## config.mk

```make
export PLATFORM = sky130hd
export DESIGN_NAME = bit_iterator
export DESIGN_NICKNAME = d
export VERILOG_FILES = /design/src/rtl/bit_iterator.sv
export SDC_FILE = /design/constraint.sdc
export NUM_CORES = 1
export LEC_CHECK = 0
export BUFFER_PORTS_ARGS = -buffer_cell sky130_fd_sc_hd__buf_4
export CAP_MARGIN = 20
export CELL_PAD_IN_SITES_DETAIL_PLACEMENT = 2
export CELL_PAD_IN_SITES_GLOBAL_PLACEMENT = 2
export CORE_AREA = 2 2 98 100
export CTS_CLUSTER_SIZE = 40
export DETAILED_ROUTE_END_ITERATION = 10
export DIE_AREA = 0 0 100 102
export PLACE_DENSITY_LB_ADDON = 0.1
export SLEW_MARGIN = 10
export SYNTH_ARGS = -nofsm -noshare
export SYNTH_HDL_FRONTEND = slang
export SYNTH_HIERARCHICAL = 1
export SYNTH_SLANG_ARGS = --single-unit
```

## constraint.sdc

```tcl
create_clock -name clk_i -period 3.25 [get_ports clk_i]
set_clock_uncertainty 0.05 [all_clocks]
set_input_delay 0.325 -clock clk_i [delete_from_list [all_inputs] [get_ports clk_i]]
set_output_delay 0.325 -clock clk_i [all_outputs]
set_load 0.005 [all_outputs]
```

## src/rtl/bit_iterator.sv

```systemverilog
`default_nettype none
// ============================================================================
// bit_iterator : drains a bitmask one set bit per handshake, LSB- or MSB-first
// Revision: 1.0
// ============================================================================

module bit_iterator_lzc #(
    parameter int unsigned WIDTH    = 32,
    parameter bit          MODE     = 1'b0,
    parameter int unsigned IdxWidth = (WIDTH > 1) ? $clog2(WIDTH) : 1
) (
    input  logic [WIDTH-1:0]    in_i,
    output logic [IdxWidth-1:0] cnt_o,
    output logic                empty_o
);
    logic found;

    always_comb begin
        cnt_o = '0;
        found = 1'b0;
        for (int i = 0; i < int'(WIDTH); i++) begin
            if (!found && (MODE ? in_i[int'(WIDTH) - 1 - i] : in_i[i])) begin
                cnt_o = IdxWidth'(i);
                found = 1'b1;
            end
        end
        empty_o = ~found;
    end
endmodule

module bit_iterator #(
    parameter int unsigned WIDTH = 32,
    parameter bit          MODE  = 1'b0,
    localparam int unsigned IdxWidth = (WIDTH > 1) ? $clog2(WIDTH) : 1
) (
    input  logic                clk_i,
    input  logic                rst_ni,
    input  logic                flush_i,
    input  logic [WIDTH-1:0]    mask_i,
    input  logic                mask_valid_i,
    output logic                mask_ready_o,
    output logic [IdxWidth-1:0] idx_o,
    output logic                idx_valid_o,
    input  logic                idx_ready_i,
    output logic                last_o,
    output logic                busy_o
);
    if (WIDTH < 1) begin : g_width_check
        $error("bit_iterator: WIDTH must be >= 1");
    end

    typedef enum logic [0:0] {IDLE = 1'b0, ITER = 1'b1} state_t;

    state_t              state, state_next;
    logic [WIDTH-1:0]    pending, pending_next;
    logic [IdxWidth-1:0] cnt;
    logic [IdxWidth-1:0] enc_idx;
    logic                enc_empty;
    logic                single_bit;

    bit_iterator_lzc #(
        .WIDTH    (WIDTH),
        .MODE     (MODE),
        .IdxWidth (IdxWidth)
    ) i_lzc (
        .in_i    (pending),
        .cnt_o   (cnt),
        .empty_o (enc_empty)
    );

    // Leading-zero count is converted back to an absolute bit position.
    assign enc_idx    = MODE ? (IdxWidth'(WIDTH - 1) - cnt) : cnt;
    assign single_bit = ((pending & (pending - WIDTH'(1))) == '0) && !enc_empty;

    always_ff @(posedge clk_i or negedge rst_ni) begin
        if (!rst_ni) begin
            state   <= IDLE;
            pending <= '0;
        end else begin
            state   <= state_next;
            pending <= pending_next;
        end
    end

    always_comb begin
        state_next   = state;
        pending_next = pending;
        idx_valid_o  = (state == ITER);
        idx_o        = idx_valid_o ? enc_idx : '0;
        last_o       = idx_valid_o & single_bit;
        busy_o       = (state == ITER);
        // Back-to-back: the final handshake frees the slot in the same cycle.
        mask_ready_o = !flush_i &&
                       ((state == IDLE) || (last_o && idx_ready_i));

        if (flush_i) begin
            state_next   = IDLE;
            pending_next = '0;
        end else begin
            if (idx_valid_o && idx_ready_i) begin
                pending_next = pending & ~(WIDTH'(1) << idx_o);
                if (last_o) begin
                    state_next = IDLE;
                end
            end
            if (mask_valid_i && mask_ready_o) begin
                pending_next = mask_i;
                state_next   = (|mask_i) ? ITER : IDLE;
            end
        end
    end
endmodule

`default_nettype wire

```

==> impl_summary.md, run 1 <==
Global routing
Global routing consumed, over all layers together, between 20% and 30% of the routing resources. The number of global-route vias before repair is 3427. The remaining global-route overflow is 0. The number of antenna violations at the first check in global routing came to 0.

The pin count of the biggest net entering global routing is 46. The first global-routing pass estimated 19.50 mm of wire.

Setup path
Walking the worst path, the cells encountered are or4_4, or4_4, o41ai_4, nand4_1, or4_4, o41ai_4, buf_4, and2_1, buf_4. The cell type of the slowest stage on the worst timing path is or4_4. The critical setup path kind is flip-flop to output pin. The family of cells with the greatest summed delay on the critical path is simple AND/OR/NAND/NOR gates. The highest net fanout along the worst path is 7. The arrival time of the worst setup path is between 3 and 4 ns. The number of buffers and inverters on the critical path is 2.

The kind of launch point of the worst setup path is a flip-flop. The delay of the slowest cell on the worst path is 0.54 ns. The required arrival time at the worst endpoint is 2.87 ns. STA classifies the critical path endpoint as an output pin. The most repeated library cell on the critical path is or4_4.

Die
The die outline width is 100 um. The die covers 0.01020 mm2. The y dimension of the die is 102 um. The area of the core is around 0.0091 mm2.

The initial utilization of the core area, before any placement, comes to between 20 and 30%. For this design the top-level I/O count stands at 46. The floorplan has 35 rows.

Detailed routing
The count of TritonRoute iterations in the first routing pass is 4. Summing over every cut layer, the via total after detailed routing is 3200. The routed wire length is 12.63 mm. The remaining design rule violation count is 0. The post-detailed-route count of antenna-violating nets is 0. The count of routing violations after the opening detailed-route iteration is around 170. The ratio of routed vias to standard cells is 5.839.

In the final routed layout, each cell accounts on average for 23.04 um.

Timing
The final worst-path cycle share is 110.9%. The final count of pins violating max slew is 0. The count of endpoints failing hold in the final timing report is 0.

The transition time at the pin with the least slew margin is 0.6504 ns. Setup repair after global routing could not meet its margin everywhere. Setup slack on the critical path of the routed design comes to -0.3540 ns. Timing would allow up to 277.5 MHz. On the final layout, the worst hold slack is between 0.1 and 0.15 ns. The worst path in the final design needs a cycle of ~3.6 ns, including I/O delays and setup. The total negative setup slack is -0.6401 ns. Setup violations remaining at the end of the flow were counted as 2. Measured against its own limit, the worst slew margin works out to 56.37%.

Power and ir drop
The highest ir drop seen on vdd is approximately 0.18 mV. Power spread over the standard cell area amounts to 381.3 mW/mm2. The fraction of power spent switching nets is 38.54%. The leakage power is ~1.7 nW.

The internal power of the cells is about 0.0009 W. The fraction of power consumed by sequential logic is roughly 32%. The clock share of power is 21.5%.

The net switching power figure is 0.0005671 W. The overall power consumption is 0.001471 W. The relative contribution of combinational cells to total power is 46.4%.

Cells and area
The share of cells above drive strength 1 is 32.27%. The post-layout instance count excluding filler cells is approximately 550. The most common library cell in the layout ignoring fill and taps is buf_4. The number of nets in the final layout is 474.

In the layout the commonest cells are buf_4, nand2_1, dfrtp_1. The repair_antennas step left the layout with diodes totalling 0. The post-route standard cell area excluding fillers is 0.003859 mm2.

The growth of design area from synthesis to finish is 42.78%.

CTS
The number of clock buffers added by TritonCTS is 5. In this run the number of H-tree levels came out at 2. The clock tree from TritonCTS is done. In this run the deepest clock path goes through 2 buffers. The clock transition at the register clock pins on the worst setup and hold paths after CTS is 0.07 ns. The root buffer cell chosen for the clock tree is clkbuf_8. The total number of clock tree sinks is 33. For the worst-skew pair, the clock arrives at the later sink with an insertion delay of 0.28 ns.

Logic synthesis
The fraction of registers with async set or reset after synthesis is 100.0%. The register bit count reported by yosys is 33. The number of different library cells in the post-synthesis netlist is 51. Yosys mapped a number of flops with a built-in enable equal to 0.

By area the synthesized netlist is led by dfrtp_1, mux2i_1, o211ai_1. The number of nets in the synthesized netlist is 374. The instance count of the mapped netlist is 337.

After synthesis, the largest area contributor takes up 30.56% of total cell area. The average size of a mapped cell is between 8 and 9 um2. During synthesis, Yosys emitted a total of 6 warnings. The summed instance area of the synthesized netlist is 0.002703 mm2.

The cell accounting for the most synthesized area is dfrtp_1. The dominant register cell in the synthesized netlist is dfrtp_1. The portion of the post-synthesis area used by sequential elements is between 30 and 40%.

Placement
Once detailed placement completed, the half-perimeter wirelength came to 9.664 mm. The post-place instance area is ~0.0036 mm2. The count of input and output buffers is 45.

The routability-driven placement congestion ratio is 0.8608. The cell count after placement is 532.

Hold path
The class of the tightest hold or removal check is input pin to flip-flop.

Outcome
The checks that failed: setup timing. The flow ran to the end, but the final reports show violations.

Run
The tool flagged a number of max-cap violations equal to 0.
==> power groups by stage <==
stage / clock (W) / combinational, W / sequential, W
after CTS: 0.000324 / 0.000648 / 0.000470
final: 0.000316 / 0.000683 / 0.000472
after global routing: 0.000340 / 0.000741 / 0.000475
after global placement: 0 / 0.000592 / 0.000474
after detailed placement: 0 / 0.000611 / 0.000477
after floorplan: 0 / 0.000310 / 0.000485
==> flip-flops by register name (all words and copies together), names as in the netlist <==
register,count
pending,32
busy_o,1
==> layer usage <==
metal / part of all wire (%) / up-vias / global-route usage, %
met2: 49 / 78 / 42.93
met5: 0 / - / 0
met3: 3.2 / 12 / 1.984
li1: - / 1491 / -
met1: 47 / 1619 / 34.76
met4: 0.94 / 0 / 5.585
==> worst paths after layout <==
path                       depth (start not counted)  slack (ns)                      end               startpoint
min in group asynchronous                          2        0.49       busy_o$_DFFE_PN0P_                   rst_ni
max                                                9       -0.35             mask_ready_o   pending[3]$_DFFE_PN0P_
max reg2reg                                       11        0.07  pending[10]$_DFFE_PN0P_   pending[8]$_DFFE_PN0P_
min reg2reg                                        2        0.61  pending[18]$_DFFE_PN0P_  pending[18]$_DFFE_PN0P_
min                                                2        0.14       busy_o$_DFFE_PN0P_                  flush_i
max in group asynchronous                          2        2.33   pending[2]$_DFFE_PN0P_                   rst_ni
==> final cells by class <==
class,count,area [um2]
multi-input cells,271,1873
flip-flops and latches,33,825.8
fillers,1050,5250
well taps,111,138.9
inverters,18,67.56
clock buffers,7,86.33
repair buffers,108,867.1
==> repair_timing <==
item | CTS | global route
gates resized for setup | 10 | 9
setup endpoints to repair | 15 | 36
buffers inserted | 5 | 4
hold endpoints to repair | 33 | 0
pin swaps | 0 | 4
hold buffers | 1 | 0
==> through the flow <==
stage          setup WS [ns]  utilization, %
2_1_floorplan        0.08964               -
3_3_place_gp        -0.06957           39.48
3_5_place_dp         -0.1315           39.48
4_1_cts              -0.4073           41.69
5_1_grt              -0.4622           42.36
6_report             -0.3540           42.36
==> kinds of logic (layout without fill, tap and decap cells) <==
group	count (synthesis)	count (layout)	share of synthesized area, %
AND/OR/NAND/NOR	155	155	29.40
AO/OA/AOI/OAI	83	83	22.59
flip-flops	33	33	30.56
buffers and inverters	33	133	5.231
multiplexers	32	32	11.85
adder cells (fa/ha/maj)	1	1	0.3704
==> cells in the mapped netlist, types with 2 or more instances <==
cell,number
nand2_1,48
dfrtp_1,33
mux2i_1,32
o211ai_1,31
nor2_1,27
nor4_1,19
inv_1,18
a21oi_1,13
nand3_1,13
nor3_1,12
clkbuf_1,9
o21ai_0,8
nand4_1,7
or3_1,7
or4_1,5
buf_4,4
o22ai_1,4
o31ai_1,4
and2_1,3
o32ai_1,3
or2_2,3
a211oi_1,2
a22oi_1,2
nand3b_1,2
o41ai_2,2
(Power assumes the default switching activity.)
==> run 2, diff against run 1 <==
- ABC_AREA: default -> 1
- CORE_AREA: 2 2 98 100 -> 2 2 118 120
- DIE_AREA: 0 0 100 102 -> 0 0 120 122
==> run 2 against run 1 <==
Effect of this change:
- the run still ends with setup timing left
- die area grew 44%
- synthesized area grew 36%
- final cell count grew 80%
- utilization grew 0.86 points
==> impl_summary.md, run 2 <==
Outcome
The run finished, with violations left. The checks that failed: setup timing.

Timing
The clock period minus final worst setup slack is about 4.6 ns. For the pin with the worst max-slew slack, the measured transition is approximately 1.4 ns. The count of endpoints failing hold in the final timing report is 0.

Setup repair after global routing could not meet its margin everywhere. Setup slack on the critical path of the routed design comes to -1.332 ns. The highest clock rate is 218.3 MHz.

The total negative setup slack is -48.18 ns. In the finished design, the share of the clock period the worst path needs comes to 141.0%. Headroom to the max-slew limit came out at 6.603%. The number of endpoints failing setup at the final stage is 40. The final count of pins violating max slew is 0.

Die
The die outline width is 120 um. The number of standard-cell rows in the floorplan is 43. The starting density of the core is 27.27%. The area of the core is ~0.014 mm2.

The die covers 0.01464 mm2. The y dimension of the die is 122 um. The count of pins on the block boundary is 46.

Detailed routing
The first routing iteration left 378 violations. The routed design has 26.54 mm of wire. For this run, the detailed router's first-pass iteration total came to 6. After detailed routing, the number of remaining DRC violations is 0. Dividing the detail-routed via count by the number of cells gives 5.655. The detailed-route wire length per cell is about 27 um. The post-detailed-route count of antenna-violating nets is 0. The detailed-route via count is 5593.

Cells and area
The top register by number of flip-flops is pending. Registers take 825.8 um2. The library cell used most frequently in the layout, excluding fill and tap cells, is nand2_1. The top cell types in the final layout, fill and taps aside, are nand2_1, buf_4, inv_1. The post-route standard cell area excluding fillers is 0.005837 mm2.

The register with the most flip-flops in the layout has 32 of them. The final antenna diode count is 0. The layout has 1593 filler cells. Summing all multi-input logic gate instances after layout gives ~0.0027 mm2. From synthesis to final layout, the design area changed by 58.51%. The number of nets in the final layout is around 850. The share of cells above drive strength 1 is 36.22%.

Logic synthesis
The post-synthesis adder-cell area fraction is 0%. The number of nets in the synthesized netlist is 685. Synthesis inferred 33 register bits. Of all cell types, the one taking the most synthesized area is nand2_1. The number of different library cells in the post-synthesis netlist is 42. After synthesis, flip-flops and latches occupy 22.43% of the total area. The parity-gate share of the synthesized area counting xor and xnor cells is 0%. The instance count of the mapped netlist is 648.

Sorting the synthesized cells by area gives the leading types as nand2_1, dfrtp_1, inv_1. For this run, the number of Yosys warnings is 6. Sorting the synthesized cells by how often they occur yields nand2_1, inv_1, nor2_1. Multiplexer cells account for 0% of the synthesized area. The most used standard cell by instance count after synthesis is nand2_1. The dominant combinational cell family by area after synthesis is simple AND/OR/NAND/NOR gates. The simple logic cell fraction of the synthesized area is between 50% and 60%. The fraction of registers with async set or reset after synthesis is 100.0%.

The most used flip-flop cell after synthesis is dfrtp_1. The top cell type's share of synthesized area is 25.28%. Dividing the synthesized area by the synthesized cell count gives 5.683 um2. In this run the cell area of the synthesized design comes to 0.003682 mm2.

The post-synthesis compound-gate area fraction is 10.70%. The synthesized design contains 0 enable-type register cells.

Placement
The HPWL after detailed placement is 14.88 mm. The post-place instance area is 0.004725 mm2. At the end of routability-driven placement, the weighted congestion stood at between 0.9 and 1. The pre-CTS setup slack is -0.6962 ns.

Buffers placed on the I/O ports in this run total 45.

CTS
The worst-skew pair later-pin latency is about 0.30 ns. The clock transition at the register clock pins on the worst setup and hold paths after CTS is around 0.060 ns. Counting along the longest clock path gives a buffer depth of 2. The number of buffers added by the clock tree synthesis step is 5.

The H-tree generated during clock tree synthesis spans 2 levels. The total number of clock tree sinks is 33. The library cell used as clock root buffer is clkbuf_16.

TritonCTS built the clock tree.

Setup path
The worst setup path is captured at a flip-flop. The largest single stage delay on the critical path is 0.40 ns. The kind of launch point of the worst setup path is a flip-flop. For the worst setup path, the data arrival time is 4.71 ns.

In this run the worst path has a maximum fanout of 4. Counting stages on the worst path, the most repeated cell is nor2_4. The critical setup path kind is flip-flop to flip-flop.

The slowest stage of the critical path is the dfrtp_1 cell. Data on the critical path is required at its endpoint by 3.38 ns.

Power and ir drop
The highest ir drop seen on vdd is 0.1995 mV. The analysis attributes to cell leakage a power of 3.183 nW. The overall power consumption is 0.002868 W. The power per unit of standard cell area is 491.4 mW/mm2.

Global routing
The number of antenna violations at the first check in global routing is 0. The remaining global-route overflow is 0. The global-route wire length before repair is 36.94 mm. The number of global-route vias before repair is 6139. Global routing consumed, over all layers together, 33.94% of the routing resources.

Entering global routing, the biggest net connects 35 pins.

Hold path
The tightest min-delay check is of the input pin to flip-flop type.

Run
Across the run, the number of max-cap violations was 0.
## run 2: worst paths after layout
check	from	endpoint	slack, ns	depth (start not counted)
worst max-delay path	pending[0]$_DFFE_PN0P_	pending[22]$_DFFE_PN0P_	-1.33	30
worst min-delay path	flush_i	busy_o$_DFFE_PN0P_	0.30	2
worst max register to register	pending[0]$_DFFE_PN0P_	pending[22]$_DFFE_PN0P_	-1.33	30
worst min register to register	pending[28]$_DFFE_PN0P_	pending[28]$_DFFE_PN0P_	0.62	2
max in group asynchronous	rst_ni	pending[27]$_DFFE_PN0P_	2.30	2
min in group asynchronous	rst_ni	pending[5]$_DFFE_PN0P_	0.49	2
## run 2: stage by stage
stage	cells	hold WS [ns]	utilization (%)
3_3_place_gp	927	0.2472	34.99
3_5_place_dp	927	0.2557	34.99
5_1_grt	989	0.3028	43.22
2_1_floorplan	648	-0.02059	-
4_1_cts	980	0.2997	41.95
6_report	989	0.2967	43.22
## run 2: layout make-up
cell class / instances / area share (%)
tap: 180 / 3.859
timing repair buffer: 173 / 26.45
inverter: 90 / 6.088
clock buffer: 7 / 2.444
multi-input combinational: 505 / 46.50
sequential: 33 / 14.15
clock inverter: 1 / 0.5145
## run 2: routing by layer
metal	up-vias	track usage [%]	wire (um)
met4	0	17.72	1767
li1	2411	-	-
met1	2795	39.67	10380
met5	-	0	0
met2	280	60.30	12980
met3	107	4.728	1405
## run 2: critical path: cells and delay by family, from the launching register on
family,cells,cell delay [ns]
AND/OR/NAND/NOR,23,3.04
AO/OA/AOI/OAI,2,0.38
flip-flops,1,0.40
buffers and inverters,5,0.58
## run 2: report_power, final
group          switching [W]  internal, W  total [W]  leakage (nW)
Clock               0.000210     0.000384   0.000593        0.0841
Combinational        0.00108     0.000723    0.00180          2.65
Sequential         0.0000347     0.000438   0.000473         0.451
Total                0.00132      0.00154    0.00287          3.18
## run 2: repair_timing
item | 4_1_cts | 5_1_grt
pin swaps | 33 | 48
endpoints found under the hold margin | 33 | 0
setup endpoints to repair | 40 | 40
gates cloned | 10 | 1
hold buffers | 1 | 0
gates resized for setup | 70 | 58
setup buffers | 34 | 12
## run 2: cells by family after synthesis
| group | Yosys count |
|---|---|
| buffers and inverters | 113 |
| AO/OA/AOI/OAI | 66 |
| AND/OR/NAND/NOR | 436 |
| flip-flops | 33 |
==> run 3, diff against run 2 <==
- PLACE_DENSITY: default -> 0.86
- PLACE_DENSITY_LB_ADDON: 0.1 -> default
==> run 3 against run 2 <==
Effect of this change:
- the run still ends with setup timing left
- utilization up 1.5 points
- clock power about the same
- worst setup slack worse by 0.37 ns
- sequential cell count unchanged
- sequential power is 2% higher
- clock-buffer cell count is the same
- register-to-register slack lost 0.37 ns
- combinational power up 11%
- critical endpoint is now pending[0]$_DFFE_PN0P_
- fmax decreased by 7.5%
- critical path depth fell by 2
- die area unchanged
==> impl_summary.md, run 3 (synthesis results as in run 2) <==
Timing
For the pin with the worst max-slew slack, the measured transition is just under 0.8 ns. Setup violations remaining at the end of the flow were counted as 40. The highest clock rate is 202.0 MHz. The count of endpoints failing hold in the final timing report is 0. Setup repair after global routing could not meet its margin everywhere. The clock period minus final worst setup slack is 4.951 ns.

In the final timing run, aggregate negative setup slack is -58.31 ns. The relative slew slack is between 40% and 50%. The worst path uses 152.3% of the clock period. The least setup slack across all paths after layout is -1.701 ns. The final count of pins violating max slew was 0.

Cells and area
The final antenna diode count is 0. The most common library cell in the layout ignoring fill and taps is buf_4. The growth of design area from synthesis to finish is 64.12%. The top register by number of flip-flops is pending.

The final-layout fill cell count is 1571. The flip-flop count of the largest register, all copies and words added is 32. Cells fill 44.75% of the core in the end. The finished cells cover 0.006043 mm2. The number of nets in the final layout is around 830.

The post-layout instance count excluding filler cells is 978. Summing all multi-input logic gate instances after layout gives 0.003025 mm2. The library cells used most frequently in the layout, excluding fill and tap cells, are buf_4, nand2_1, nand2_2. The sequential cells in the finished layout cover a total of 827.0 um2. The share of cells above drive strength 1 is 44.24%.

CTS
The maximum buffer depth of the clock tree is 2. The cell sitting at the root of the clock tree is a clkbuf_16. The worst-skew pair later-pin latency is approximately 0.32 ns.

The total number of H-tree levels is 2. Counting the buffers created by CTS gives 5. The total number of clock tree sinks is 33. The clock tree from TritonCTS is done. Clock-pin slew was measured on the worst setup and hold paths at 0.07 ns.

Hold path
The tightest min-delay check is of the input pin to flip-flop type. In this run the most critical hold path is launched from flush_i.

Global routing
The number of global-route vias before repair is 6450. Global routing finished with a remaining overflow of 0. Entering global routing, the biggest net connects 35 pins. The overall routing resource usage is 39.04%. The number of antenna violations at the first check in global routing was 1. The first global-routing pass estimated between 40 and 50 mm of wire.

Run
Max-cap violations in this run came to 0.

Power and ir drop
The internal power of the cells is between 0.0015 and 0.002 W. In this run the power density over the cells is 507.8 mW/mm2. The fraction of power consumed by sequential logic is 15.7%. The fraction of power spent switching nets is 50.98%. Combinational cells account for 65.0% of the total power.

The leakage power is around 3.2 nW. VDD sags by at most 0.2973 mV. The share of total power dissipated in the clock network is 19.3%. In this run the power spent charging and discharging nets is 0.001564 W.

Detailed routing
The detailed-route wire length per cell is 33.28 um. The post-detailed-route count of antenna-violating nets is 0. The ratio of routed vias to standard cells is 6.249. Across all layers, the routed design uses 6112 vias. After the first detailed-routing iteration, the DRC count stood at 623. After detailed routing, the number of remaining DRC violations is 0. The count of TritonRoute iterations in the first routing pass is 5. After detailed routing, the total wire length is ~33 mm.

Setup path
On the worst path, the slowest cell contributes a delay of 0.43 ns. The critical setup path kind is flip-flop to flip-flop. In this run the worst path has a maximum fanout of 3. Data arrives at the worst endpoint at between 5 and 6 ns. The reg-to-reg critical path startpoint is pending[3]$_DFFE_PN0P_. For this design, the slowest cell found on the critical path is dfrtp_1. Counting cells, the worst reg-to-reg path comes to 28. The critical path startpoint is pending[3]$_DFFE_PN0P_.

The kind of capture point of the worst setup path is a flip-flop. STA puts the critical path data required time at 3.45 ns. The worst setup path is launched from a flip-flop.

Following the worst setup path forward leads to its endpoint at pending[0]$_DFFE_PN0P_. The most repeated library cell on the critical path is nand4_1. The worst register-to-register path ends at pending[0]$_DFFE_PN0P_. The worst reg-to-reg setup slack is -1.70 ns.

Placement
The HPWL after detailed placement is 15.74 mm. At the placement stage, the worst setup path has a slack of -0.8280 ns. The count of input and output buffers is 45. The routability-driven placement congestion ratio is 0.9293. The placed instances occupy a cell area of around 0.0047 mm2.

The cell count after placement is 926.

Die
The count of pins on the block boundary is 46. The floorplan has between 40 and 50 rows. The floorplan step defined a die boundary enclosing 0.01464 mm2. The core region is 0.01350 mm2. The starting density of the core is a little over a quarter. The die is 122 um tall. The floorplan step set the die width to around 120 um.

Outcome
The flow ran to the end, but the final reports show violations. The checks that failed: setup timing.
-- run 3: cell count changes in the layout (fill, tap and decap cells not counted), sizes merged --
| cell | before | now |
|---|---|---|
| buf | 172 | 161 |
| clkinv | 4 | 6 |
| inv | 86 | 84 |
| bufinv | 1 | 0 |
| clkinvlp | 0 | 1 |
-- run 3: layout make-up --
type,count,share of cell area (%)
inverter,90,6.108
multi-input combinational,505,50.06
tap,180,3.727
clock inverter,1,0.08282
sequential,33,13.69
timing repair buffer,162,23.81
clock buffer,7,2.526
-- run 3: worst max-delay path, delay by kind of cell (launching register included) --
family | cells | cell delay, ns
AOI/OAI and AO/OA | 2 | 0.57
buffers and inverters | 3 | 0.49
DFF | 1 | 0.43
and+or+nand+nor | 23 | 3.33
-- run 3: repair_timing --
item | in CTS | in global routing
endpoints found under the setup margin | 40 | 40
hold buffers | 1 | 0
hold endpoints to repair | 33 | 0
gates resized for setup | 130 | 110
gates cloned | 8 | 0
buffers inserted | 21 | 17
pin swaps | 38 | 36
-- run 3: layer usage --
layer / part of all wire [%] / vias to the layer above / global-route usage, %
met1: 38 / 3036 / 45.14
met5: 0.040 / - / 0
met3: 9.5 / 182 / 7.210
met4: 7.4 / 2 / 24.63
met2: 45 / 501 / 66.55
li1: - / 2391 / -
-- run 3: worst min-delay path by stage --
| stage | to | slack, ns | cells after the start |
|---|---|---|---|
| floorplan | busy_o$_DFFE_PN0P_ | -0.02 | 0 |
| global placement | pending[29]$_DFFE_PN0P_ | 0.25 | 1 |
| detailed placement | pending[29]$_DFFE_PN0P_ | 0.27 | 1 |
| CTS | busy_o$_DFFE_PN0P_ | 0.27 | 2 |
| global route | busy_o$_DFFE_PN0P_ | 0.27 | 2 |
| finish | busy_o$_DFFE_PN0P_ | 0.27 | 2 |
-- run 3: power by group through the flow --
| stage | Sequential (W) | Combinational (W) | Clock (W) |
|---|---|---|---|
| 2_1_floorplan | 0.000484 | 0.000664 | 0 |
| 3_3_place_gp | 0.000469 | 0.00114 | 0 |
| 3_5_place_dp | 0.000473 | 0.00124 | 0 |
| 4_1_cts | 0.000467 | 0.00151 | 0.000542 |
| 5_1_grt | 0.000481 | 0.00205 | 0.000597 |
| 6_report | 0.000481 | 0.00199 | 0.000593 |
-- run 3: through the flow --
step           hold slack, ns  power [W]
6_report               0.2651   0.003069
5_1_grt                0.2666   0.003129
4_1_cts                0.2736   0.002520
3_5_place_dp           0.2738   0.001712
3_3_place_gp           0.2473   0.001604
2_1_floorplan        -0.02059   0.001148
